==> src/rtl/data_bus_pkg.sv <==
// Shared types and constants for the data-bus arbiter and its benches.
// Latency: n/a (declarations only).
// Backpressure: n/a.
package data_bus_pkg;

    typedef enum logic [1:0] {
        S_IDLE = 2'd0,
        S_BUSY = 2'd1,
        S_GAP  = 2'd2
    } bus_arb_state_t;

    typedef enum logic {
        OP_READ  = 1'b0,
        OP_WRITE = 1'b1
    } bus_op_t;

    // Master indices
    localparam logic M_CPU = 1'b0;
    localparam logic M_AUX = 1'b1;

    // Bus device selectors (upper address nibble), used by benches
    localparam logic [3:0] DEV_MEM    = 4'h0;
    localparam logic [3:0] DEV_ONCHIP = 4'h1;
    localparam logic [3:0] DEV_IO     = 4'h2;

    // Write wins when a master raises both strobes.
    function automatic bus_op_t op_of(input logic wr);
        return wr ? OP_WRITE : OP_READ;
    endfunction

endpackage

==> src/rtl/rr_pick2.sv <==
// Two-way round-robin selector: a lone requester wins, a tie goes to the
// master that was not granted last. Latency: combinational.
// Backpressure: none; the caller decides when the grant is consumed.
// Ports: req (request per master), last (previous winner),
//        grant_valid (any request), grant_idx (winning master).
module rr_pick2 (
    input  logic [1:0] req,
    input  logic       last,
    output logic       grant_valid,
    output logic       grant_idx
);

    always_comb begin
        grant_valid = |req;
        grant_idx   = 1'b0;
        if (req == 2'b11) begin
            grant_idx = ~last;
        end else begin
            grant_idx = req[1];
        end
    end

endmodule

==> src/rtl/data_bus_arbiter.sv <==
// Shares one data-bus slave port between M0 (pipeline) and M1 (DMA/debug).
// Latency: request seen in IDLE -> strobe next cycle; bus_done -> mk_done next cycle.
// Backpressure: one transaction at a time; losing master holds its request.
// Ports: Clock/Resetn; per master read/write/addr/wdata in, rdata/done/err out;
//        bus_read/bus_write/bus_addr/bus_wdata out, bus_rdata/bus_done in;
//        busy (not idle), owner (current or last granted master).
module data_bus_arbiter
    import data_bus_pkg::*;
#(
    parameter int DATA_W  = 16,
    parameter int ADDR_W  = 16,
    parameter int TIMEOUT = 255,
    parameter int TO_W    = 16
) (
    input  logic              Clock,
    input  logic              Resetn,
    input  logic              m0_read,
    input  logic              m0_write,
    input  logic [ADDR_W-1:0] m0_addr,
    input  logic [DATA_W-1:0] m0_wdata,
    output logic [DATA_W-1:0] m0_rdata,
    output logic              m0_done,
    output logic              m0_err,
    input  logic              m1_read,
    input  logic              m1_write,
    input  logic [ADDR_W-1:0] m1_addr,
    input  logic [DATA_W-1:0] m1_wdata,
    output logic [DATA_W-1:0] m1_rdata,
    output logic              m1_done,
    output logic              m1_err,
    output logic              bus_read,
    output logic              bus_write,
    output logic [ADDR_W-1:0] bus_addr,
    output logic [DATA_W-1:0] bus_wdata,
    input  logic [DATA_W-1:0] bus_rdata,
    input  logic              bus_done,
    output logic              busy,
    output logic              owner
);

    localparam logic [TO_W-1:0] TO_LAST = TO_W'(TIMEOUT - 1);

    bus_arb_state_t             state_q, state_d;
    bus_op_t                    op_q, op_d;
    logic [ADDR_W-1:0]          addr_q, addr_d;
    logic [DATA_W-1:0]          wdata_q, wdata_d;
    logic                       owner_q, owner_d;
    logic                       last_q, last_d;
    logic [TO_W-1:0]            cnt_q, cnt_d;
    logic [1:0][DATA_W-1:0]     rdata_q, rdata_d;
    logic [1:0]                 done_q, done_d;
    logic [1:0]                 err_q, err_d;

    logic [1:0] req;
    logic       grant_valid;
    logic       grant_idx;

    assign req = {m1_read | m1_write, m0_read | m0_write};

    rr_pick2 u_pick (
        .req         (req),
        .last        (last_q),
        .grant_valid (grant_valid),
        .grant_idx   (grant_idx)
    );

    always_comb begin
        state_d = state_q;
        op_d    = op_q;
        addr_d  = addr_q;
        wdata_d = wdata_q;
        owner_d = owner_q;
        last_d  = last_q;
        cnt_d   = cnt_q;
        rdata_d = rdata_q;
        done_d  = '0;
        err_d   = '0;

        unique case (state_q)
            S_IDLE: begin
                cnt_d = '0;
                if (grant_valid) begin
                    owner_d = grant_idx;
                    last_d  = grant_idx;
                    if (grant_idx == M_AUX) begin
                        op_d    = op_of(m1_write);
                        addr_d  = m1_addr;
                        wdata_d = m1_wdata;
                    end else begin
                        op_d    = op_of(m0_write);
                        addr_d  = m0_addr;
                        wdata_d = m0_wdata;
                    end
                    state_d = S_BUSY;
                end
            end
            S_BUSY: begin
                cnt_d = cnt_q + 1'b1;
                if (bus_done) begin
                    if (op_q == OP_READ) begin
                        rdata_d[owner_q] = bus_rdata;
                    end
                    done_d[owner_q] = 1'b1;
                    state_d         = S_GAP;
                end else if (cnt_q == TO_LAST) begin
                    // Aborted reads return zero so stale data is never mistaken for a result.
                    if (op_q == OP_READ) begin
                        rdata_d[owner_q] = '0;
                    end
                    done_d[owner_q] = 1'b1;
                    err_d[owner_q]  = 1'b1;
                    state_d         = S_GAP;
                end
            end
            S_GAP: begin
                // Requests ignored here: the owner still holds its stale request while it sees done.
                state_d = S_IDLE;
            end
            default: begin
                state_d = S_IDLE;
            end
        endcase
    end

    always_ff @(posedge Clock or negedge Resetn) begin
        if (!Resetn) begin
            state_q <= S_IDLE;
            op_q    <= OP_READ;
            addr_q  <= '0;
            wdata_q <= '0;
            owner_q <= 1'b0;
            last_q  <= 1'b1;   // M0 wins the first tie
            cnt_q   <= '0;
            rdata_q <= '0;
            done_q  <= '0;
            err_q   <= '0;
        end else begin
            state_q <= state_d;
            op_q    <= op_d;
            addr_q  <= addr_d;
            wdata_q <= wdata_d;
            owner_q <= owner_d;
            last_q  <= last_d;
            cnt_q   <= cnt_d;
            rdata_q <= rdata_d;
            done_q  <= done_d;
            err_q   <= err_d;
        end
    end

    // Strobes come straight from registers; no path from mk_* to bus_*.
    assign bus_read  = (state_q == S_BUSY) && (op_q == OP_READ);
    assign bus_write = (state_q == S_BUSY) && (op_q == OP_WRITE);
    assign bus_addr  = addr_q;
    assign bus_wdata = wdata_q;
    assign busy      = (state_q != S_IDLE);
    assign owner     = owner_q;

    assign m0_rdata = rdata_q[M_CPU];
    assign m1_rdata = rdata_q[M_AUX];
    assign m0_done  = done_q[M_CPU];
    assign m1_done  = done_q[M_AUX];
    assign m0_err   = err_q[M_CPU];
    assign m1_err   = err_q[M_AUX];

endmodule

==> config.mk <==
export PLATFORM = sky130hd
export DESIGN_NAME = data_bus_arbiter
export DESIGN_NICKNAME = d
export VERILOG_FILES = /design/src/rtl/data_bus_pkg.sv /design/src/rtl/rr_pick2.sv /design/src/rtl/data_bus_arbiter.sv
export SDC_FILE = /design/constraint.sdc
export NUM_CORES = 1
export LEC_CHECK = 0
export CAP_MARGIN = 20
export CORE_ASPECT_RATIO = 1.1
export CORE_MARGIN = 3
export CORE_UTILIZATION = 47
export CTS_CLUSTER_DIAMETER = 100
export DETAILED_ROUTE_END_ITERATION = 7
export MAX_ROUTING_LAYER = met4
export PLACE_DENSITY = 0.85
export SLEW_MARGIN = 10
export SYNTH_ARGS = -nofsm -noshare
export SYNTH_HDL_FRONTEND = slang
export SYNTH_SLANG_ARGS = --single-unit
export TNS_END_PERCENT = 50
==> constraint.sdc <==
create_clock -name Clock -period 5.8 [get_ports Clock]
set_input_delay 1.16 -clock Clock [delete_from_list [all_inputs] [get_ports Clock]]
set_output_delay 1.16 -clock Clock [all_outputs]
set_load 0.005 [all_outputs]
## Yosys cells after proc, flatten, opt, wreduce, memory -nomap -nowiden

Index checks and enable logic that the tools add are counted.

| storage, ports and cells | value |
|---|---|
| output and inout port bits | 72 |
| flip-flop bits (word level) | 89 |
| logic and storage cells | 61 |
| input bits | 87 |

| cells by class | value |
|---|---|
| equal/unequal tests | 5 |
| bitwise logic cells | 6 |
| add/sub/neg operators | 1 |
| multiplexer cells | 25 |
| magnitude comparators | 2 |
| reductions and logical operators | 11 |

Operators by type and width:

| cell | number |
|---|---|
| 32-bit 2-to-1 mux | 4 |
| 16-bit 2-to-1 mux | 3 |
| 32-bit bitwise AND | 1 |
| 32-bit bitwise mux | 1 |
| 32-bit inverter | 1 |
| 16-bit case mux with 2 select lines | 1 |
| 16-bit by 1-bit adder with 16-bit output (second input constant) | 1 |
| 16-bit demux with 1-bit select | 1 |
| 16-bit by 8-bit equality test with 1-bit output (second input constant) | 1 |
| 2-bit 2-to-1 mux | 8 |
| 2-bit nonzero test | 3 |
| 1-bit 2-to-1 mux | 5 |
| 2-bit case mux with 2 select lines | 1 |
| 2-bit AND reduction | 2 |
| 1-bit logical AND | 3 |
| 3-bit != test (second input constant) | 1 |
| 3-bit AND reduction | 1 |
| 2-bit by 1-bit equality test with 1-bit output (second input constant) | 1 |
| 2-bit equality test (second input constant) | 1 |
| 2-bit logical NOT | 1 |
| 1-bit by 2-bit less-than comparator with 1-bit output (second input constant) | 1 |
| 2-bit != test (second input constant) | 1 |
| 1-bit inverter | 2 |
| 1-bit OR | 2 |
| other kinds (3) | 3 |

## Depth between registers and ports, before layout

Gate-level depths: netlist of run 1.

| logic depth | value |
|---|---|
| depth in word-level cells | 9 |
| gate-level depth with buffers | 7 |
| mapped depth without buffers | 6 |

## Cells and area by module

From an unflattened synthesis of run 1, not the netlist that was laid out.

| unflattened totals | value |
|---|---|
| cell total of the unflattened synthesis | 426 |
| area total of the unflattened synthesis | 4515.6 um2 |

Modules (own cells, without submodules):

| module | seq. area each (um2) | area each (um2) | times used | cells each |
|---|---|---|---|---|
| data_bus_arbiter | 2228.4 | 4501.8 | 1 | 424 |
| rr_pick2 | 0.0 | 13.8 | 1 | 2 |

## Worst setup path after synthesis of run 1

Ideal clock, no wire load.

| timing path | value |
|---|---|
| path type | input to register |
| start | input m1_read |
| end | register owner_q (netlist: owner) |
| setup slack | 3292 ps |
| arrival | 2363 ps |
| data required time | 5656 ps |
| setup time | 144 ps |
| stages on the path | 3 |
| buffers on the path | 1 |
| cells stage by stage | o41ai_1 > clkbuf_1 > o21ai_0 |

| on the way | value |
|---|---|
| cells in the longest elaborated chain, start to end | 3 |
| elaborated cells between the ends (all ways) | 5 |
| classes of those cells | eq/ne: 1; mux: 1; bitwise: 1; reduce/logical: 2 |

RTL lines:

| element | line | RTL |
|---|---|---|
| from (decl) | data_bus_arbiter.sv:24 | `input logic m1_read,` |
| 1-bit OR (*) | data_bus_arbiter.sv:58 | `assign req = {m1_read \| m1_write, m0_read \| m0_write};` |
| 2-bit equality test or 2-bit OR reduction (tied branches) | rr_pick2.sv:16, rr_pick2.sv:14 |  |
| 1-bit 2-to-1 mux or 2-bit AND reduction (tied branches) | -- |  |
| to (signal assigned) | data_bus_arbiter.sv:142 | `owner_q <= owner_d;` |
| to (decl) | data_bus_arbiter.sv:47 | `logic owner_q, owner_d;` |

Mark *: on every way between the ends. The rest lies on a longest branch, timed or not.
A chain may end at the register's enable or synchronous reset.

## Worst setup path after layout of run 1

| timing path | value |
|---|---|
| start | register state_q[1] |
| end | output bus_write |

| on the way | value |
|---|---|
| cells in the longest elaborated chain, start to end | 2 |

RTL lines:

| element | line | RTL |
|---|---|---|
| from (decl) | data_bus_arbiter.sv:43 | `bus_arb_state_t state_q, state_d;` |
| from (signal assigned) | data_bus_arbiter.sv:138 | `state_q <= state_d;` |
| 2-bit by 1-bit equality test with 1-bit output | data_bus_arbiter.sv:153 | `assign bus_write = (state_q == S_BUSY) && (op_q == OP_WRITE);` |
| 1-bit logical AND | data_bus_arbiter.sv:153 |  |
| to (decl) | data_bus_arbiter.sv:32 | `output logic bus_write,` |

Every way passes these cells.

==> summary.txt, run 1 <==
Outcome: completed
Power consumption: 2.660 mW
Netlist area before placement: 4083 µm²
Die area: 9842 µm²
R2R Setup Slk: 3.18 ns
Placement row count: 35
Synthesized netlist net count: 453
Number of instances in the placed design: 613
Fin cells: 630
Post-Route Skew: 0.01678 ns
Number of max-capacitance violations reported: 0
CTS tree: built
Finished Core Util: 0.7080
Post-synth EDFFs: 0
Endpoint kind of the worst setup timing path: output port
Min-Delay Startpoint: bus_wdata[10]
Routed Antenna Nets: 0
WHS Path Cells: 2
Number of buffers added by the clock tree synthesis step: 9
Setup violation total in the final timing report: 0
Synth unique cells: 47
Longest Clk Path Bufs: 2
Slew of the pin with the lowest slew margin: 0.9245 ns
Horiz. Die Dim: 94.87 µm
Largest voltage drop on the vdd net: 0.2432 mV
Detailed-route wire length per cell: 17.02 µm
Fin Setup TNS: 0 ns
R2R Path Start: cnt_q[0]
Global-route wire length before repair: 17430 µm
Total of buffers placed on input and output ports: 158
Number of buffers inserted for hold repair after clock tree synthesis: 0
Sequential element share of the synthesized area: 0.5458
Largest cells by area after synthesis: sky130_fd_sc_hd__dfrtp_1, sky130_fd_sc_hd__mux2i_1, sky130_fd_sc_hd__nand2_1
Sequence of cells on the critical path: nor2b_1 -> and2_1 -> clkdlybuf4s50_1
Final slew viol count: 0
Power per cell area: 446.8 nW/µm²
Share of cells above drive strength 1: 0.06551
Number of fill cells in the layout: 644
Clock sink count: 89
Dominant synthesized flop cell: sky130_fd_sc_hd__dfrtp_1
Depth of the most critical reg-to-reg path: 6
Vertical die dimension: 103.8 µm
Worst skew pair latency: 0.37 ns
Stage delay of the slowest cell on the critical path: 0.61 ns
WP data arrival: 2.22 ns
Boundary Pins: 159
Area fraction of the dominant cell type after synthesis: 0.5394
Worst Setup Path Type: reg2out
Largest net degree at the start of global routing: 90
Avg Synthesized Cell Area: 11.22 µm²
Remaining DRCs: 0
Net total in the final layout: 603
Post-layout min period: 3.384 ns
Yosys warning total: 0
Share of synthesized registers carrying an async set or reset: 1.000
Root buffer cell: sky130_fd_sc_hd__clkbuf_8
Post_cts resized: 0
Clock transition at path regs: 0.10 ns
Post-CTS Repair Setup Buffers: 0
RSZ-0062 raised after global routing: no
Final hold violation count: 0
Grt total ovfl: 0
Avg Vias per Cell: 5.397
Worst r2r dst: m1_rdata[4]
Number of iterations in the first detailed-routing pass: 4
Total GRT Usage: 0.2339
Initial antenna violation count: 0
First-iteration detailed-routing DRC count: 141
Crit start category: register
CP Max Fanout: 20
Class of the tightest hold or removal check: reg2reg
Inserted Diodes: 0
Layout area overhead: 45.82%
Post-place instance area: 5742 µm²
Headroom to the max-slew limit: 0.3837
Total leakage power: 2.565 nW
Vias: 3400
Post-layout instance area: 5953 µm²
Most common cell after layout, fill and taps aside: sky130_fd_sc_hd__clkdlybuf4s50_1
Via count of the first global-routing pass: 3558
Overall routed net length: 10720 µm
Placed wire-length estimate after detailed placement: 7766 µm
Top library cells by usage in the layout, fill and taps aside: sky130_fd_sc_hd__clkdlybuf4s50_1, sky130_fd_sc_hd__dfrtp_1, sky130_fd_sc_hd__nand2_1
Initial cell density of the core: 0.4856
Hold EP: bus_wdata[10]
Number of flip-flops and latches in the synthesized netlist: 89
Maximum clock rate: 295.5 MHz
Number of H-tree levels: 3
Final critical-path share of the clock period: 0.5834
Leading area contributor after synthesis: sky130_fd_sc_hd__dfrtp_1
Syn Inst Count: 364
Routability congestion estimate from global placement: 0.8109
Library cell contributing the largest single delay on the critical path: sky130_fd_sc_hd__dfrtp_1
Worst Path Required: 4.64 ns
Core box area: 8408 µm²
[state kept, by name (all words and copies together) (netlist names)]
register and cells:
m1_rdata 16, bus_addr 16, state_q 2, op_q 1
owner 1, done_q 2, err_q 2, last_q 1
cnt_q 16, bus_wdata 16, m0_rdata 16
[worst max path at each step]
stage / slack, ns / start / end / cells after the start
floorplan: 3.29 / m1_read / owner / 3
CTS: 2.40 / state_q[1] / bus_write / 3
detailed placement: 2.60 / m1_read / bus_wdata[9] / 4
global route: 2.24 / state_q[1] / busy / 3
global placement: 2.70 / m1_read / bus_wdata[10] / 4
finish: 2.42 / state_q[1] / bus_write / 3
[synthesized netlist by cell type (3+ instances only)]
| cell type | n |
|---|---|
| sky130_fd_sc_hd__nand2b_1 | 18 |
| sky130_fd_sc_hd__clkbuf_1 | 17 |
| sky130_fd_sc_hd__a21oi_1 | 4 |
| sky130_fd_sc_hd__nor3_1 | 4 |
| sky130_fd_sc_hd__o21ai_0 | 8 |
| sky130_fd_sc_hd__nor4_1 | 4 |
| sky130_fd_sc_hd__a2bb2o_1 | 7 |
| sky130_fd_sc_hd__dfrtp_1 | 88 |
| sky130_fd_sc_hd__o2bb2ai_1 | 19 |
| sky130_fd_sc_hd__and3_1 | 4 |
| sky130_fd_sc_hd__mux2i_1 | 33 |
| sky130_fd_sc_hd__xnor2_1 | 4 |
| sky130_fd_sc_hd__o21ai_1 | 33 |
| sky130_fd_sc_hd__a2bb2o_4 | 6 |
| sky130_fd_sc_hd__o211a_1 | 3 |
| sky130_fd_sc_hd__nand3_1 | 9 |
| sky130_fd_sc_hd__inv_1 | 6 |
| sky130_fd_sc_hd__nand2_1 | 46 |
| sky130_fd_sc_hd__nor2_1 | 9 |
[per-layer routing]
metal  wire (µm)  track usage
met5           0            -
met2        5383       0.3728
met1        4312       0.2805
met3         805      0.07625
met4         221      0.07320
[where the power goes]
group          leakage [nW]  total [mW]  switching, mW  internal (mW)
clock network        0.0901       0.405          0.241          0.164
logic                  1.34        1.21          0.491          0.716
registers              1.13        1.05          0.186          0.863
total                  2.57        2.66          0.918           1.74
[critical path: cells and delay by family (launching register included)]
kind | cells | cell delay [ns]
AND/OR/NAND/NOR | 2 | 0.73
flip-flops | 1 | 0.61
buffers and inverters | 1 | 0.53
[layout make-up]
class                   instances  area [µm²]  area share
multi-input cells             247        1758      0.2953
repair buffers                161        1622      0.2724
inverters                       6       22.52    0.003783
clock inverters                 7       60.06     0.01009
flip-flops and latches         89        2228      0.3743
well taps                     111       138.9     0.02333
clock buffers                   9       123.9     0.02081
[per-stage QoR]
step	setup WS, ns	hold WS [ns]
3_3_place_gp	2.698	0.4679
2_1_floorplan	3.292	0.4732
3_5_place_dp	2.605	0.4725
4_1_cts	2.398	0.4961
6_report	2.416	0.4913
5_1_grt	2.239	0.5093
[cells by family (layout without fill, tap and decap cells)]
group	after synthesis	count (layout)	synth area share
AND/OR/NAND/NOR	110	110	0.1416
AO/OA/AOI/OAI	98	98	0.1888
flip-flops	89	89	0.5458
buffers and inverters	28	183	0.02819
XOR/XNOR	4	4	0.008580
multiplexers	33	33	0.08091
adder cells (fa/ha/maj)	2	2	0.006128
Note: power is estimated with default switching activity, not from simulation.
==> run 2, diff against run 1 <==
--- a/config.mk
+++ b/config.mk
@@ -8,11 +8,11 @@
 export CAP_MARGIN = 20
 export CORE_ASPECT_RATIO = 1.1
 export CORE_MARGIN = 3
-export CORE_UTILIZATION = 47
+export CORE_UTILIZATION = 40
 export CTS_CLUSTER_DIAMETER = 100
 export DETAILED_ROUTE_END_ITERATION = 7
 export MAX_ROUTING_LAYER = met4
-export PLACE_DENSITY = 0.85
+export PLACE_DENSITY = 0.77
 export SLEW_MARGIN = 10
 export SYNTH_ARGS = -nofsm -noshare
 export SYNTH_HDL_FRONTEND = slang
==> constraint.sdc (replaced) <==
create_clock -name Clock -period 3 [get_ports Clock]
set_input_delay 0.6 -clock Clock [delete_from_list [all_inputs] [get_ports Clock]]
set_output_delay 0.6 -clock Clock [all_outputs]
set_load 0.005 [all_outputs]
==> run 2 against run 1 <==
Setup slack worse by 2.0 ns; clock-buffer cell count unchanged; clock skew down 0.0020 ns; largest power group unchanged.
==> summary.txt, run 2 (synthesis results as in run 1) <==
Outcome: completed
CTS tree: built
R2R Setup Slk: 0.47 ns
Placed wire-length estimate after detailed placement: 7713 µm
Inserted Diodes: 0
First-iteration detailed-routing DRC count: 122
Grt total ovfl: 0
Routability congestion estimate from global placement: 0.8263
Number of iterations in the first detailed-routing pass: 4
Worst Setup Path Type: reg2out
Total leakage power: 2.595 nW
Post-CTS Repair Setup Buffers: 0
Final slew viol count: 0
Post-layout min period: 2.618 ns
Worst Path Required: 2.40 ns
Final critical-path share of the clock period: 0.8727
Total GRT Usage: 0.1944
Clock transition at path regs: 0.09 ns
Share of cells above drive strength 1: 0.07619
Via count of the first global-routing pass: 3598
Clock sink count: 89
Boundary Pins: 159
Crit start category: register
Endpoint kind of the worst setup timing path: output port
Class of the tightest hold or removal check: in2async
Die area: 11460 µm²
Slew of the pin with the lowest slew margin: 0.9315 ns
Number of max-capacitance violations reported: 0
Top library cells by usage in the layout, fill and taps aside: sky130_fd_sc_hd__clkdlybuf4s50_1, sky130_fd_sc_hd__dfrtp_1, sky130_fd_sc_hd__nand2_1
Post_cts resized: 0
Pre-CTS setup slack: 0.4229 ns
Remaining DRCs: 0
Routed Antenna Nets: 0
Vertical die dimension: 112.0 µm
Most common cell after layout, fill and taps aside: sky130_fd_sc_hd__clkdlybuf4s50_1
Net total in the final layout: 609
Worst r2r dst: m1_rdata[4]
Maximum clock rate: 382.0 MHz
RSZ-0062 raised after global routing: no
Largest net degree at the start of global routing: 60
Initial cell density of the core: 0.4128
WP data arrival: 2.02 ns
R2R Path Start: cnt_q[0]
Layout area overhead: 47.04%
Root buffer cell: sky130_fd_sc_hd__clkbuf_8
CP Max Fanout: 20
Worst skew pair latency: 0.36 ns
Global-route wire length before repair: 17280 µm
Total of buffers placed on input and output ports: 158
Slack of the critical path: 0.3820 ns
Avg Vias per Cell: 5.184
Setup violation total in the final timing report: 0
Number of buffers inserted for hold repair after clock tree synthesis: 0
Placement row count: 38
Longest Clk Path Bufs: 2
Detailed-route wire length per cell: 15.90 µm
Power per cell area: 860.1 nW/µm²
Post-Route Skew: 0.01475 ns
Number of H-tree levels: 3
Overall routed net length: 10260 µm
Core box area: 9889 µm²
Largest voltage drop on the vdd net: 0.6479 mV
Headroom to the max-slew limit: 0.3790
Final hold violation count: 0
Vias: 3344
Initial antenna violation count: 0
Number of buffers added by the clock tree synthesis step: 9
Depth of the most critical reg-to-reg path: 6
Horiz. Die Dim: 102.3 µm
Fin Setup TNS: 0 ns
## run 2: changes by cell type in the layout (fill, tap and decap cells not counted), sizes merged
cell / before / now
inv: 10 / 11
buf: 4 / 10
clkinvlp: 2 / 1
## run 2: worst max path at each step
| stage | from | end | slack (ns) | depth (start not counted) |
|---|---|---|---|---|
| 5_1_grt | state_q[1] | busy | 0.25 | 4 |
| 4_1_cts | state_q[1] | bus_read | 0.36 | 2 |
| 3_5_place_dp | m1_read | bus_addr[8] | 0.42 | 5 |
| 6_report | state_q[1] | bus_read | 0.38 | 2 |
| 3_3_place_gp | m1_read | bus_addr[5] | 0.50 | 5 |
| 2_1_floorplan | cnt_q[0] | m1_rdata[10] | 0.92 | 7 |
## run 2: stage by stage
step,instances,hold slack [ns],area [µm²],utilization,power [mW]
finish,645,0.2919,6003,0.6070,5.163
floorplan,364,0.3044,4083,-,3.081
detailed placement,629,0.4753,5818,0.5883,4.431
global placement,629,0.4636,5818,0.5883,4.365
CTS,645,0.3205,6003,0.6070,5.235
global route,645,0.3545,6003,0.6070,5.548
## run 2: where the power goes
group	leakage (nW)	switching (mW)	internal, mW
clock network	0.0945	0.461	0.320
registers	1.13	0.333	1.67
logic	1.37	0.957	1.42
## run 2: final cells by class
cell class,count,area (µm²)
Multi-Input combinational cell,247,1758
Clock inverter,7,61.31
Tap cell,120,150.1
Clock buffer,9,123.9
Inverter,6,22.52
Fill cell,816,3886
Sequential cell,89,2228
Timing Repair Buffer,167,1659
## run 2: routing by layer
metal  routed length (µm)  GRT usage  share of wire  up-vias
met3                  723    0.04950          0.071        6
met4                   75    0.05074         0.0073        0
met5                    0          -              0        -
li1                     -          -              -     1624
met2                 5119     0.3143           0.50      129
met1                 4336     0.2427           0.42     1585
## run 2: critical path, stage by stage, from the launching register on
cell                              delay (ns)
sky130_fd_sc_hd__dfrtp_1                0.61
sky130_fd_sc_hd__nor3b_2                0.46
sky130_fd_sc_hd__clkdlybuf4s50_1        0.59
